<file path="config.mk">
export PLATFORM = sky130hd
export DESIGN_NAME = alu_result_buffer
export DESIGN_NICKNAME = d
export VERILOG_FILES = /design/src/rtl/alu_result_buffer.sv
export SDC_FILE = /design/constraint.sdc
export NUM_CORES = 1
export LEC_CHECK = 0
export CAP_MARGIN = 20
export CORE_MARGIN = 10
export CORE_UTILIZATION = 48
export CTS_CLUSTER_SIZE = 12
export DETAILED_ROUTE_END_ITERATION = 16
export GPL_ROUTABILITY_DRIVEN = 0
export PLACE_DENSITY = 0.82
export SETUP_SLACK_MARGIN = 0.3
export SYNTH_ARGS = -nofsm -noshare
export SYNTH_HDL_FRONTEND = slang
export SYNTH_SLANG_ARGS = --single-unit
</file>
<file path="constraint.sdc">
create_clock -name clk -period 1.78 [get_ports clk]
set_clock_uncertainty 0.2 [all_clocks]
set_input_delay 0.356 -clock clk [delete_from_list [all_inputs] [get_ports clk]]
set_output_delay 0.356 -clock clk [all_outputs]
set_load 0.01 [all_outputs]
</file>
<file path="src/rtl/alu_result_buffer.sv">
// EX->WB result stage for the LC-3b ALU: two-entry valid/ready skid buffer that tags
// each result with NZP bits at capture and retires into the architectural CC register.
module alu_result_buffer #(
    parameter int WIDTH  = 16,
    parameter int DEST_W = 3
) (
    input  logic              clk,
    input  logic              reset,
    input  logic              in_valid,
    output logic              in_ready,
    input  logic [WIDTH-1:0]  in_result,
    input  logic [DEST_W-1:0] in_dest,
    input  logic              in_load_regfile,
    input  logic              in_load_cc,
    input  logic              flush,
    output logic              out_valid,
    input  logic              out_ready,
    output logic [WIDTH-1:0]  out_result,
    output logic [DEST_W-1:0] out_dest,
    output logic              out_load_regfile,
    output logic [2:0]        out_nzp,
    output logic [2:0]        cc_nzp
);

    typedef enum logic [1:0] {
        EMPTY = 2'b00,
        ONE   = 2'b01,
        FULL  = 2'b10
    } state_t;

    typedef enum logic [1:0] {
        H_HOLD      = 2'b00,
        H_LOAD_IN   = 2'b01,
        H_LOAD_SKID = 2'b10,
        H_CLEAR     = 2'b11
    } head_op_t;

    typedef struct packed {
        logic [WIDTH-1:0]  result;
        logic [DEST_W-1:0] dest;
        logic              load_regfile;
        logic              load_cc;
        logic [2:0]        nzp;
    } entry_t;

    localparam entry_t ENTRY_ZERO = '0;

    function automatic logic [2:0] calc_nzp(input logic [WIDTH-1:0] value);
        logic n_s;
        logic z_s;
        n_s = value[WIDTH-1];
        z_s = (value == {WIDTH{1'b0}});
        return {n_s, z_s, ~n_s & ~z_s};
    endfunction

    state_t   state_r;
    state_t   next_state_s;
    head_op_t head_op_s;
    entry_t   head_r;
    entry_t   skid_r;
    entry_t   in_entry_s;
    logic [2:0] cc_nzp_r;
    logic     skid_load_s;
    logic     cc_load_s;
    logic     accept_s;
    logic     retire_s;

    assign in_entry_s = {in_result, in_dest, in_load_regfile, in_load_cc, calc_nzp(in_result)};

    // Handshake flags decode straight from the state register, so out_ready never reaches in_ready.
    assign in_ready  = (state_r != FULL);
    assign out_valid = (state_r != EMPTY);
    assign accept_s  = in_valid & in_ready;
    assign retire_s  = out_valid & out_ready;

    assign out_result       = head_r.result;
    assign out_dest         = head_r.dest;
    assign out_load_regfile = head_r.load_regfile;
    assign out_nzp          = head_r.nzp;
    assign cc_nzp           = cc_nzp_r;

    // Next-state and storage control; the head is cleared whenever it empties so stale data never shows.
    always_comb begin
        next_state_s = state_r;
        head_op_s    = H_HOLD;
        skid_load_s  = 1'b0;
        cc_load_s    = retire_s & head_r.load_cc;
        if (flush) begin
            next_state_s = EMPTY;
            head_op_s    = H_CLEAR;
        end else begin
            case (state_r)
                EMPTY: begin
                    if (accept_s) begin
                        next_state_s = ONE;
                        head_op_s    = H_LOAD_IN;
                    end else begin
                        next_state_s = EMPTY;
                    end
                end
                ONE: begin
                    if (accept_s && retire_s) begin
                        head_op_s = H_LOAD_IN;
                    end else if (accept_s) begin
                        next_state_s = FULL;
                        skid_load_s  = 1'b1;
                    end else if (retire_s) begin
                        next_state_s = EMPTY;
                        head_op_s    = H_CLEAR;
                    end else begin
                        next_state_s = ONE;
                    end
                end
                FULL: begin
                    if (retire_s) begin
                        next_state_s = ONE;
                        head_op_s    = H_LOAD_SKID;
                    end else begin
                        next_state_s = FULL;
                    end
                end
                default: begin
                    next_state_s = EMPTY;
                    head_op_s    = H_CLEAR;
                end
            endcase
        end
    end

    // State, head/skid storage and CC register.
    always_ff @(posedge clk) begin
        if (reset) begin
            state_r  <= EMPTY;
            head_r   <= ENTRY_ZERO;
            skid_r   <= ENTRY_ZERO;
            cc_nzp_r <= 3'b000;
        end else begin
            state_r <= next_state_s;
            case (head_op_s)
                H_LOAD_IN:   head_r <= in_entry_s;
                H_LOAD_SKID: head_r <= skid_r;
                H_CLEAR:     head_r <= ENTRY_ZERO;
                default:     head_r <= head_r;
            endcase
            if (skid_load_s) begin
                skid_r <= in_entry_s;
            end
            if (cc_load_s) begin
                cc_nzp_r <= head_r.nzp;
            end
        end
    end

endmodule

</file>
* Word level (Yosys, flattened, before mapping)
Index checks and enable logic that the tools add are counted.
Storage, ports and cells: bits in latches 0, output and inout port bits 28, RAM bits 0, ROM bits 0, input port bits 26, memories 0, word-level logic and storage cells 48, register bits 53
Operators by class: equal/unequal tests 7, multiplexer cells 17, $lt $le $gt $ge 0, div/mod/pow operators 0, multiply operators 0, bitwise logic cells 6, shift operators 0, add/sub/neg operators 0, reduce and logical (&&, ||, !) cells 6
Operator list (number):
- 24-bit case mux with 3 select lines | 1
- 16-bit zero test | 1
- 2-bit 2-to-1 mux | 8
- 2-bit case mux with 3 select lines | 2
- 2-bit equality test, second input constant | 3
- 1-bit 2-to-1 mux | 6
- 1-bit AND | 4
- 2-bit by 1-bit equality test with 1-bit output, second input constant | 2
- 2-bit != test, second input constant | 2
- 3-bit nonzero test | 1
- 2-bit zero test | 1
- 1-bit inverter | 2
- 2-bit nonzero test | 1
- 2-bit OR reduction | 1
- 1-bit logical AND | 1

* Longest topological paths before layout
word-level depth 9, gate-level depth with buffers 6, mapped depth without buffers 4

* Least setup slack after synthesis
No wires, ideal clock.
path type register -> register, start point register state_r[1], end point register head_r (netlist bit out_result[0]), library setup time 0.128 ns, required time 1.452 ns, period minus slack after synthesis 1.605 ns, data arrival time 1.277 ns, cell stages (with the launch flop) 7, path slack 0.175 ns, cell sequence dfxtp_1 buf_2 nand2b_4 a31o_2 buf_6 a222oi_1 nor2_1
Between the ends: cells in the longest elaborated chain, start to end 9
RTL lines:
- from (decl) | RTL line 56 | state_t state_r;
- from (signal assigned) | RTL line 138 | state_r <= next_state_s;
- 2-bit nonzero test | RTL line 72 | assign out_valid = (state_r != EMPTY);
- 1-bit AND | RTL line 74 | assign retire_s = out_valid & out_ready;
- 2-bit 2-to-1 mux | RTL line 107 | end else if (retire_s) begin
- 2-bit 2-to-1 mux | RTL line 104 | end else if (accept_s) begin
- 2-bit 2-to-1 mux | RTL line 102 | if (accept_s && retire_s) begin
- 2-bit case mux with 3 select lines * | RTL line 92 | case (state_r)
- 2-bit 2-to-1 mux * | RTL line 88 | if (flush) begin
- 2-bit equality test or 2-bit by 1-bit equality test with 1-bit output (tied branches) | RTL line 139 | case (head_op_s)
- 24-bit case mux with 3 select lines or 3-bit nonzero test (tied branches)
- to (signal assigned) | RTL line 140 | H_LOAD_IN: head_r <= in_entry_s;
- to (signal assigned) | RTL line 141 | H_LOAD_SKID: head_r <= skid_r;
- to (signal assigned) | RTL line 143 | default: head_r <= head_r;
- to (decl) | RTL line 59 | entry_t head_r;
Every way passes the cells marked *; elsewhere a longest branch is shown, timed or not. A chain may end at the register's enable or synchronous reset.

* Final worst setup path
start point register state_r[0], end point register head_r (netlist bit out_result[0])
Same word-level chain as after synthesis.

==> flow_metrics.env <==
export IMPL_start_util=0.4907
export IMPL_placed_cell_area_um2=2735
export IMPL_num_antenna_cells=0
export IMPL_arrival_ns=1.70
export IMPL_die_h_um=86.26
export IMPL_dpl_cell_count=337
export IMPL_cts_buffers=5
export IMPL_worstMarginPinSlew_ns=0.3571
export IMPL_clock_fmax_ghz=0.5831
export IMPL_nets=330
export IMPL_ir_worst_vdd_v=0.0004041
export IMPL_worst_path_max_fanout=8
export IMPL_wire_per_inst_um=18.14
export IMPL_area_growth_pct=45.07
export IMPL_io_buffer_count=53
export IMPL_met3_length_um=496
export IMPL_synth_top_area_frac=0.4846
export IMPL_rsz0062_at_grt="yes"
export IMPL_hold_path_class="in -> reg"
export IMPL_antenna_found_initial=0
export IMPL_io_pins=54
export IMPL_wl_met1_mm=2.485
export IMPL_rr_worst_depth=6
export IMPL_fin_hold_ws_ns=0.1970
export IMPL_synth_ff_type="dfxtp_1"
export IMPL_endpoint="out_result[0]"
export IMPL_yosys_warnings=0
export IMPL_period_share=0.9635
export IMPL_layout_min_cycle_time_ns=1.715
export IMPL_cpPeakStageDelay_ns=0.37
export IMPL_dr_pass1_iters=6
export IMPL_path_cells="buf_6 -> nor4b_4 -> a31o_4 -> buf_12 -> a222oi_1 -> nor2_1"
export IMPL_worstSetupPathType="reg -> reg"
export IMPL_yosysUniqueCellTypes=30
export IMPL_synth_seq_cells=51
export IMPL_top_layer_used="met4"
export IMPL_cts_hold_buf=0
export IMPL_grt_pass1_wl_mm=10.06
export IMPL_cp_start_kind="flip-flop"
export IMPL_wl_met2_mm=3.357
export IMPL_synthArstFlopShare=0
export IMPL_yosysTopAreaCell="dfxtp_1"
export IMPL_worstSkewPairLatency_ns=0.30
export IMPL_avgSynthCellArea_um2=8.853
export IMPL_die_area_um2=7440
export IMPL_drc_errors=0
export IMPL_r2r_slack_ns=0.06
export IMPL_htreeDepth=2
export IMPL_rr_endpoint="out_result[0]"
export IMPL_final_cells=357
export IMPL_tns_ns=0
export IMPL_synthTopCellsByCount="dfxtp_1, nand2_1, nor2_1"
export IMPL_crit_start="state_r[0]"
export IMPL_wirelength_mm=6.477
export IMPL_coreArea_um2=4294
export IMPL_drtAntennaViolNets=0
export IMPL_cellPowerDensity_nw_per_um2=689.5
export IMPL_status="finished, final reports clean"
export IMPL_cts_sinks=51
export IMPL_synth_edf_count=0
export IMPL_mappedNetlistArea_um2=2107
export IMPL_cts_root_buffer="clkbuf_8"
export IMPL_rows=24
export IMPL_syn_num_nets=264
export IMPL_grt_overflow=0
export IMPL_track_usage=0.1660
export IMPL_fill_cells=325
export IMPL_ys_seq_area_frac=0.4846
export IMPL_finalCoreUtilization=0.7118
export IMPL_cts_buffer_depth=2
export IMPL_cts_clk_slew_worst_paths_ns=0.08
export IMPL_num_vias=2046
export IMPL_fin_area_um2=3057
export IMPL_slew_violations=0
export IMPL_drt_iter0_markers=186
export IMPL_grt_pass1_vias=2105
export IMPL_max_cap_violations=0
export IMPL_place_hpwl_mm=3.974
export IMPL_synth_most_common_cell="dfxtp_1"
export IMPL_synthTopCellsByArea="dfxtp_1, a222oi_1, nand2_1"
export IMPL_drive_gt1_frac=0.3607
export IMPL_leakage_nw=1.209
export IMPL_viasPerCell=5.731
export IMPL_r2r_start="state_r[0]"
export IMPL_setup_viol=0
export IMPL_grt_start_max_net_pins=28
export IMPL_crit_required_ns=1.76
export IMPL_syn_instance_count=238
export IMPL_tritoncts="yes"
export IMPL_relSlewSlack=0.7619
export IMPL_die_x_um=86.26
export IMPL_hold_violations=0
export IMPL_slowest_stage="dfxtp_4"
export IMPL_cp_end_kind="flip-flop"
sequential cells by signal, summed over array words and instances, names as in the netlist:
name              count
out_load_regfile      1
out_nzp               2
skid_r               23
cc_nzp                3
head_r                1
out_result           16
state_r               2
out_dest              3
layout by cell type (no fill, tap or decap), types with 4 or more instances in the layout:
master,synthesis,final
nor2_1,26,26
clkdlybuf4s50_1,0,5
a21oi_2,0,11
clkdlybuf4s15_1,0,10
dlygate4sd2_1,0,16
clkbuf_8,0,5
nand2_1,48,41
a222oi_1,22,22
buf_6,1,10
a21oi_1,25,14
clkbuf_2,0,15
clkdlybuf4s15_2,0,4
buf_4,22,30
dfxtp_1,51,46
nand2_2,0,6
where the power goes:
part / internal, mW / leakage, nW / total [mW] / switching [mW]
logic: 0.152 / 0.751 / 0.296 / 0.145
registers: 1.16 / 0.416 / 1.17 / 0.0145
clock network: 0.277 / 0.0422 / 0.637 / 0.360
layer usage:
layer / GRT usage / vias up
li1: - / 966
met1: 0.1782 / 981
met2: 0.2894 / 86
met3: 0.05629 / 13
met4: 0.07216 / 0
met5: 0 / -
logic make-up after synthesis:
kind of cell	synth area share
AO/OA/AOI/OAI	0.1799
multiplexers	0.01900
flip-flops	0.4846
buffers and inverters	0.1170
AND/OR/NAND/NOR	0.1995
critical path: cells and delay by family (launching register included):
kind	cells	cell delay, ns
compound gates	2	0.58
flops	1	0.37
simple gates	2	0.20
buf+inv	2	0.25
stage by stage:
step / total power, mW / setup WS, ns
final: 2.108 / 0.06490
after global routing: 2.178 / 0.002651
after CTS: 2.098 / 0.02949
after detailed placement: 1.477 / -0.3913
after global placement: 1.472 / -0.3786
after floorplan: 1.321 / 0.2053
worst min-delay path by stage:
stage                     startpoint    endpoint  depth (start not counted)
after floorplan                flush  state_r[0]                          1
after detailed placement   skid_r[6]   skid_r[6]                          2
final                          reset  skid_r[16]                          2
after global placement     skid_r[7]   skid_r[7]                          2
after CTS                      reset  state_r[0]                          2
after global routing           reset   skid_r[7]                          2
cell type report:
cell class,instances,area [um2],area share
Sequential cell,51,1035,0.3385
Multi-Input combinational cell,148,987.2,0.3230
Timing Repair Buffer,98,888.4,0.2906
Clock buffer,7,76.32,0.02497
Tap cell,52,65.06,0.02129
Clock inverter,1,5.005,0.001637
what timing repair did:
| item | CTS | global route |
|---|---|---|
| endpoints found under the hold margin | 0 | 0 |
| gates resized for setup | 107 | 53 |
| pin swaps | 34 | 12 |
| gates cloned | 2 | 0 |
| buffers inserted | 7 | 3 |
| endpoints found under the setup margin | 79 | 76 |
No activity file was read; power rests on OpenSTA's default activity.
